===== config.mk =====
export PLATFORM = sky130hd
export DESIGN_NAME = facto_engine_param
export DESIGN_NICKNAME = d
export VERILOG_FILES = /design/src/rtl/facto_engine_param.sv
export SDC_FILE = /design/constraint.sdc
export NUM_CORES = 2
export LEC_CHECK = 0
export ABC_CLOCK_PERIOD_IN_PS = 91700
export BUFFER_PORTS_ARGS = -buffer_cell sky130_fd_sc_hd__buf_2
export CAP_MARGIN = 20
export CORE_ASPECT_RATIO = 0.5
export CORE_UTILIZATION = 53
export DETAILED_ROUTE_END_ITERATION = 12
export PLACE_DENSITY_LB_ADDON = 0.08
export SLEW_MARGIN = 10
export SYNTH_ARGS = -nofsm -noshare
export SYNTH_HDL_FRONTEND = slang
export SYNTH_SLANG_ARGS = --single-unit

===== constraint.sdc =====
create_clock -name clk -period 91.7 [get_ports clk]
set_input_delay 13.755 -clock clk [delete_from_list [all_inputs] [get_ports clk]]
set_output_delay 13.755 -clock clk [all_outputs]
set_load 0.02 [all_outputs]

===== src/rtl/facto_engine_param.sv =====
// facto_engine_param: iterative n! / nPk engine with a radix-2 shift-add multiplier.
// Optional macro FACTO_SAT_EN: saturate to all ones and stop at the first overflow.
`default_nettype none

module facto_engine_param #(
  parameter int WIDTH = 64
) (
  input  logic             clk,
  input  logic             reset,
  input  logic             opstart,
  input  logic             opclear,
  input  logic             mode,
  input  logic [WIDTH-1:0] operand_n,
  input  logic [WIDTH-1:0] operand_k,
  output logic             busy,
  output logic             opdone,
  output logic             overflow,
  output logic [WIDTH-1:0] result_h,
  output logic [WIDTH-1:0] result_l
);

  localparam int AW = 2 * WIDTH;
  localparam int PW = 3 * WIDTH;
  localparam int CW = (WIDTH > 1) ? $clog2(WIDTH) : 1;
`ifdef FACTO_SAT_EN
  localparam bit SAT_EN = 1'b1;
`else
  localparam bit SAT_EN = 1'b0;
`endif

  typedef enum logic [2:0] {
    S_IDLE = 3'd0,
    S_LOAD = 3'd1,
    S_MUL  = 3'd2,
    S_DEC  = 3'd3,
    S_DONE = 3'd4
  } state_t;

  state_t           r_state, w_next;
  logic             r_mode;
  logic [WIDTH-1:0] r_n, r_k, r_fac, r_rem, r_mplier;
  logic [AW-1:0]    r_acc, r_result;
  logic [PW-1:0]    r_prod, r_mcand;
  logic [CW-1:0]    r_cnt;
  logic             r_ovf, r_done;

  logic [PW-1:0]    w_prod_nxt;
  logic             w_mul_last, w_mul_ovf, w_k_gt_n;
  logic [WIDTH-1:0] w_load_rem;

  assign w_prod_nxt = r_prod + (r_mplier[0] ? r_mcand : {PW{1'b0}});
  assign w_mul_last = (r_cnt == CW'(WIDTH - 1));
  assign w_mul_ovf  = |w_prod_nxt[PW-1:AW];
  assign w_k_gt_n   = r_mode && (r_k > r_n);
  assign w_load_rem = r_mode ? r_k :
                      (r_n >= WIDTH'(2)) ? (r_n - WIDTH'(1)) : {WIDTH{1'b0}};

  assign busy     = (r_state == S_LOAD) || (r_state == S_MUL) || (r_state == S_DEC);
  assign opdone   = r_done;
  assign overflow = r_ovf;
  assign result_h = r_result[AW-1:WIDTH];
  assign result_l = r_result[WIDTH-1:0];

  always_ff @(posedge clk or posedge reset) begin
    if (reset) r_state <= S_IDLE;
    else       r_state <= w_next;
  end

  always_comb begin
    w_next = r_state;
    case (r_state)
      S_IDLE: if (opstart) w_next = S_LOAD;
      S_LOAD: begin
        if (w_k_gt_n || (w_load_rem == {WIDTH{1'b0}})) w_next = S_DONE;
        else                                           w_next = S_MUL;
      end
      S_MUL: begin
        if (w_mul_last) w_next = (SAT_EN && w_mul_ovf) ? S_DONE : S_DEC;
      end
      // rem is about to reach zero when it is currently one
      S_DEC:  w_next = (r_rem == WIDTH'(1)) ? S_DONE : S_MUL;
      S_DONE: if (opstart) w_next = S_LOAD;
      default: w_next = S_IDLE;
    endcase
    if (opclear) w_next = S_IDLE;
  end

  always_ff @(posedge clk or posedge reset) begin
    if (reset) begin
      r_mode   <= 1'b0;
      r_n      <= '0;
      r_k      <= '0;
      r_fac    <= '0;
      r_rem    <= '0;
      r_mplier <= '0;
      r_acc    <= AW'(1);
      r_result <= AW'(1);
      r_prod   <= '0;
      r_mcand  <= '0;
      r_cnt    <= '0;
      r_ovf    <= 1'b0;
      r_done   <= 1'b0;
    end else if (opclear) begin
      r_ovf    <= 1'b0;
      r_done   <= 1'b0;
      r_result <= AW'(1);
    end else begin
      case (r_state)
        S_IDLE: begin
          if (opstart) begin
            r_mode <= mode;
            r_n    <= operand_n;
            r_k    <= operand_k;
            r_ovf  <= 1'b0;
            r_done <= 1'b0;
          end
        end
        S_LOAD: begin
          r_acc    <= w_k_gt_n ? {AW{1'b0}} : AW'(1);
          r_fac    <= r_n;
          r_rem    <= w_load_rem;
          r_prod   <= '0;
          r_mcand  <= PW'(1);
          r_mplier <= r_n;
          r_cnt    <= '0;
        end
        S_MUL: begin
          r_prod   <= w_prod_nxt;
          r_mcand  <= r_mcand << 1;
          r_mplier <= r_mplier >> 1;
          r_cnt    <= r_cnt + CW'(1);
          if (w_mul_last) begin
            r_ovf <= r_ovf | w_mul_ovf;
            if (SAT_EN && w_mul_ovf) r_acc <= {AW{1'b1}};
            else                     r_acc <= w_prod_nxt[AW-1:0];
          end
        end
        S_DEC: begin
          r_fac    <= r_fac - WIDTH'(1);
          r_rem    <= r_rem - WIDTH'(1);
          r_prod   <= '0;
          r_mcand  <= PW'(r_acc);
          r_mplier <= r_fac - WIDTH'(1);
          r_cnt    <= '0;
        end
        S_DONE: begin
          // acc is stable here, so re-copying it every DONE cycle is harmless
          r_result <= r_acc;
          if (opstart) begin
            r_mode <= mode;
            r_n    <= operand_n;
            r_k    <= operand_k;
            r_ovf  <= 1'b0;
            r_done <= 1'b0;
          end else begin
            r_done <= 1'b1;
          end
        end
        default: ;
      endcase
    end
  end

endmodule

`default_nettype wire


-- Word-level counts from Yosys, hierarchy flattened
Cells that the tools add are included.
- flip-flop bits (word level): 972
- bits of input ports: 133
- output and inout bits: 131
- word-level logic and storage cells: 84
- add/subtract/negate cells: 5
- magnitude comparators: 2
- eq/ne operators: 10
- multiplexer cells: 27
- bitwise gates (word level): 2
- reductions and logical operators: 24
- operators with widths (cell ; count):
    one-hot mux 192 bit (3 select lines) ; 1
    two-way mux 128 bit ; 3
    one-hot mux 192 bit (2 select lines) ; 1
    one-hot mux 128 bit (2 select lines) ; 1
    one-hot mux 64 bit (2 select lines) ; 2
    adder 192 bit ; 1
    two-way mux 192 bit ; 1
    one-hot mux 64 bit (3 select lines) ; 1
    subtractor 64 x 1 -> 64 bit (second input constant) ; 3
    two-way mux 64 bit ; 2
    == test 64 x 1 -> 1 bit (second input constant) ; 1
    >= comparator 64 x 2 -> 1 bit (second input constant) ; 1
    > comparator 64 bit ; 1
    zero test 64 bit ; 1
    OR reduction 64 bit ; 1
    two-way mux 3 bit ; 5
    one-hot mux 3 bit (4 select lines) ; 1
    one-hot mux 6 bit (2 select lines) ; 1
    AND reduction 2 bit ; 5
    AND reduction 3 bit ; 3
    nonzero test 3 bit ; 3
    nonzero test 2 bit ; 4
    adder 6 x 1 -> 6 bit (second input constant) ; 1
    == test 3 x 2 -> 1 bit (second input constant) ; 2
    14 further kinds ; 24

-- Longest topological paths before layout
- depth after elaboration: 8
- mapped depth: 21
- depth with buffers taken out: 17

-- Worst setup path after synthesis
OpenSTA, ideal clock, no wires.
- path kind: input to register
- start: input port opclear
- end: register r_acc[53]
- library setup time: 0.066 ns
- arrival time: 15.675 ns
- required time: 91.634 ns
- slack: 75.959 ns
- stages on the path: 7
- buffers on the path: 4
- path through: clkbuf_1 nor4_1 and2_1 clkbuf_1 clkbuf_1 buf_1 a22o_1
- word-level cells in the longest chain between the ends: 2
- RTL lines (what ; line ; text):
    start: declaration ; 11 ; input logic opclear,
    inverter 1 bit (no source line) ; -- ;
    AND reduction 3 bit (no source line) ; -- ;
    end signal: assignment ; 119 ; r_acc <= w_k_gt_n ? {AW{1'b0}} : AW'(1);
    end signal: assignment ; 134 ; if (SAT_EN && w_mul_ovf) r_acc <= {AW{1'b1}};
    end signal: assignment ; 135 ; else r_acc <= w_prod_nxt[AW-1:0];
    end: declaration ; 42 ; logic [AW-1:0] r_acc, r_result;
Every way passes these cells.
A chain may end at the register's enable or synchronous reset.

-- Final worst setup path
- start: input port opclear
- end: register r_mcand[50]
- word-level cells in the longest chain between the ends: 2
- RTL lines (what ; line ; text):
    inverter 1 bit (no source line) ; -- ;
    AND reduction 2 bit (no source line) ; -- ;
    end signal: assignment ; 129 ; r_mcand <= r_mcand << 1;
    end signal: assignment ; 142 ; r_mcand <= PW'(r_acc);
    end: declaration ; 43 ; logic [PW-1:0] r_prod, r_mcand;
Every way passes these cells.

==> out/results.ini <==
[status]
status = complete, no violations

[timing]
min_period_ns = 16.76
rsz0062_at_grt = no
fin_hold_ws_ns = 0.467
setup_viol = 0
period_share = 0.183
drv_slew = 0
fin_skew_ns = 0.0422
finalHoldViolCount = 0
maxSlewHeadroom = 0.216
worstMarginPinSlew_ns = 1.17
tns_ns = 0
fmax_mhz = 59.7

[worst_setup_path]
timing.rr.start = r_mplier[0]
rr_worst_depth = 16
rr_endpoint = overflow
startpoint = opclear
worstPathArrival_ns = 17.32
endpoint = r_mcand[50]
critPathKind = input pin to register
start_kind = input pin
setup.worst_path.end_class = register
required_ns = 92.26
r2r_slack_ns = 84.02
cp_max_fo = 99

[layout]
final_common_cell = dfrtp_1
fin_util = 0.587
instances_no_fill = 8329
layout_common_cells = dfrtp_1 (967), nand2_1 (755), o21ai_0 (607), a21oi_1 (583), a22o_1 (499)
multiInputGateArea_um2 = 33500
num-fill-cells = 9894
seq_area_um2 = 24300
final_nets = 7151
drive_gt1_frac = 0.0905
areaGrowthSynthToFinish_pct = 8.84

[drt]
wl_per_cell_um = 23.5
antenna_left = 0
wl_met3_um = 14700
vias_per_cell = 6.51
via_count = 54200
wl_met1_um = 91000
routed.top_layer = met5
drt_iter0_drc = 5972
routed-wl-met2_um = 84700
drt-total-wl_um = 196000
drc = 0
drt_pass1_iterations = 8

[logic_synthesis]
ys_types = 83
synth-seq-area-share = 0.406
ys_warn_count = 0
synthCells = 6767
syn-num-nets = 7162
synth_ff_type = dfrtp_1
async_reset_ff_frac = 1.00
synth-edff-count = 0
synth.avg_cell_area_um2 = 8.85
ys_ff_latch = 972
netlist_area_um2 = 59900

[floorplanning]
io_pins = 264
die_area_um2 = 114000
std_cell_rows = 86
die_w_um = 477
start_util = 0.540
die_y_um = 240
core_um2 = 111000

[clock_network]
post-cts-setup-buffer-count = 0
cts_tree = yes
h-tree-depth = 3
postCtsHoldBufs = 0
cts_sinks = 972
post_cts_resized = 0
clock_latency_ns = 0.73
cts_buffers = 89
clk_pin_slew_worst_paths_ns = 0.07
clockBufferDepth = 3
cts-root-buf = clkbuf_16

[pwr]
swShare = 0.336
clock_power_share = 0.333
internal-power_uw = 791
power.net_switching_uw = 400
pwr-share-seq = 0.464
leakage_uw = 0.0282
ir_drop_v = 0.0000169
p_comb_frac = 0.203
power_density_nw_per_um2 = 18.3

[placed_design]
gp_congestion = 1.03
dp_cells = 8159
io_buffers = 263
hpwl_um = 146000

[global_routing]
grt-ovfl-total = 0
grt_pass1_vias = 51700
grt_max_degree = 191
grt_pass1_wl_um = 306000
grtUsageTotal = 0.337
antenna_found_initial = 6

[worst_hold_path]
hold_path.class = register to register

[run]
drv_cap = 0

[flip-flops by register name, indices dropped and copies added, names as in the netlist, 128 cells and up]
| signal | count |
|---|---|
| r_acc | 128 |
| r_mcand | 192 |
| r_prod | 192 |
| r_result | 128 |
[cell families after synthesis]
family,count (synthesis),share of synthesized area
mux,193,0.0336
fa+ha+maj,262,0.0548
compound gates,2349,0.257
simple gates,2115,0.169
flops,972,0.406
xor+xnor,298,0.0436
buf+inv,578,0.0365
[power by group through the flow]
stage	registers (µW)	clock network, µW	logic, µW
after floorplan	529	0	189
final	553	396	242
after detailed placement	558	0	240
after global routing	560	420	271
after CTS	551	403	240
after global placement	555	0	230
[final cells by class]
type,instances,area share
timing repair buffer,334,0.0291
sequential,972,0.373
inverter,142,0.00829
clock inverter,36,0.00641
antenna,2,0.0000768
multi-input combinational,5217,0.514
tap,1496,0.0287
clock buffer,130,0.0405
[critical path, cell delays in order]
cell and delay [ns]:
buf_2 0.26, nor2_1 0.21, o21ai_4 0.32, buf_4 0.70
buf_4 0.81, buf_4 0.85, o31ai_1 0.21
[routing by layer]
layer  vias to the layer above  GRT usage
met4                         2     0.0961
met1                     27000      0.501
li1                      24900          -
met2                      2099      0.504
met5                         -          0
met3                       307     0.0548
[through the flow]
| stage | area [µm²] | setup slack, ns | total power (µW) |
|---|---|---|---|
| 2_1_floorplan | 59900 | 50.61 | 717 |
| 3_3_place_gp | 62100 | 74.42 | 785 |
| 3_5_place_dp | 62100 | 74.29 | 798 |
| 4_1_cts | 65200 | 75.06 | 1190 |
| 5_1_grt | 65200 | 74.64 | 1250 |
| 6_report | 65200 | 74.94 | 1190 |
[synth_stat cells, types with 33 or more instances]
master,count,area [µm²]
a211oi_1,74,556
a21o_1,58,435
a21oi_1,584,2920
a22o_1,499,4370
a22oi_1,37,278
and2_1,204,1280
clkbuf_1,408,1530
dfrtp_1,970,24300
ha_1,261,3270
inv_1,141,529
mux2_2,64,721
mux2i_1,129,1290
nand2_1,757,2840
nand2b_1,33,206
nand3_1,66,330
nand4_1,146,913
nor2_1,454,1700
nor3_1,159,796
nor4_1,81,507
o21a_1,33,248
o21ai_0,608,3040
o21bai_1,41,308
o22ai_1,47,294
o31ai_1,160,1200
or3_1,61,382
xnor2_1,207,1810
xor2_1,91,797
[worst min-delay path by stage]
stage	slack (ns)	start	to	cells after the start
final	0.47	r_result[0]	r_result[0]	2
after global routing	0.49	r_mplier[52]	r_mplier[52]	2
after CTS	0.48	r_result[0]	r_result[0]	2
after detailed placement	0.46	r_mplier[30]	r_mplier[30]	2
after global placement	0.46	r_mplier[39]	r_mplier[39]	2
after floorplan	0.44	r_mplier[22]	r_mplier[22]	2
No activity file was read; power rests on OpenSTA's default activity.
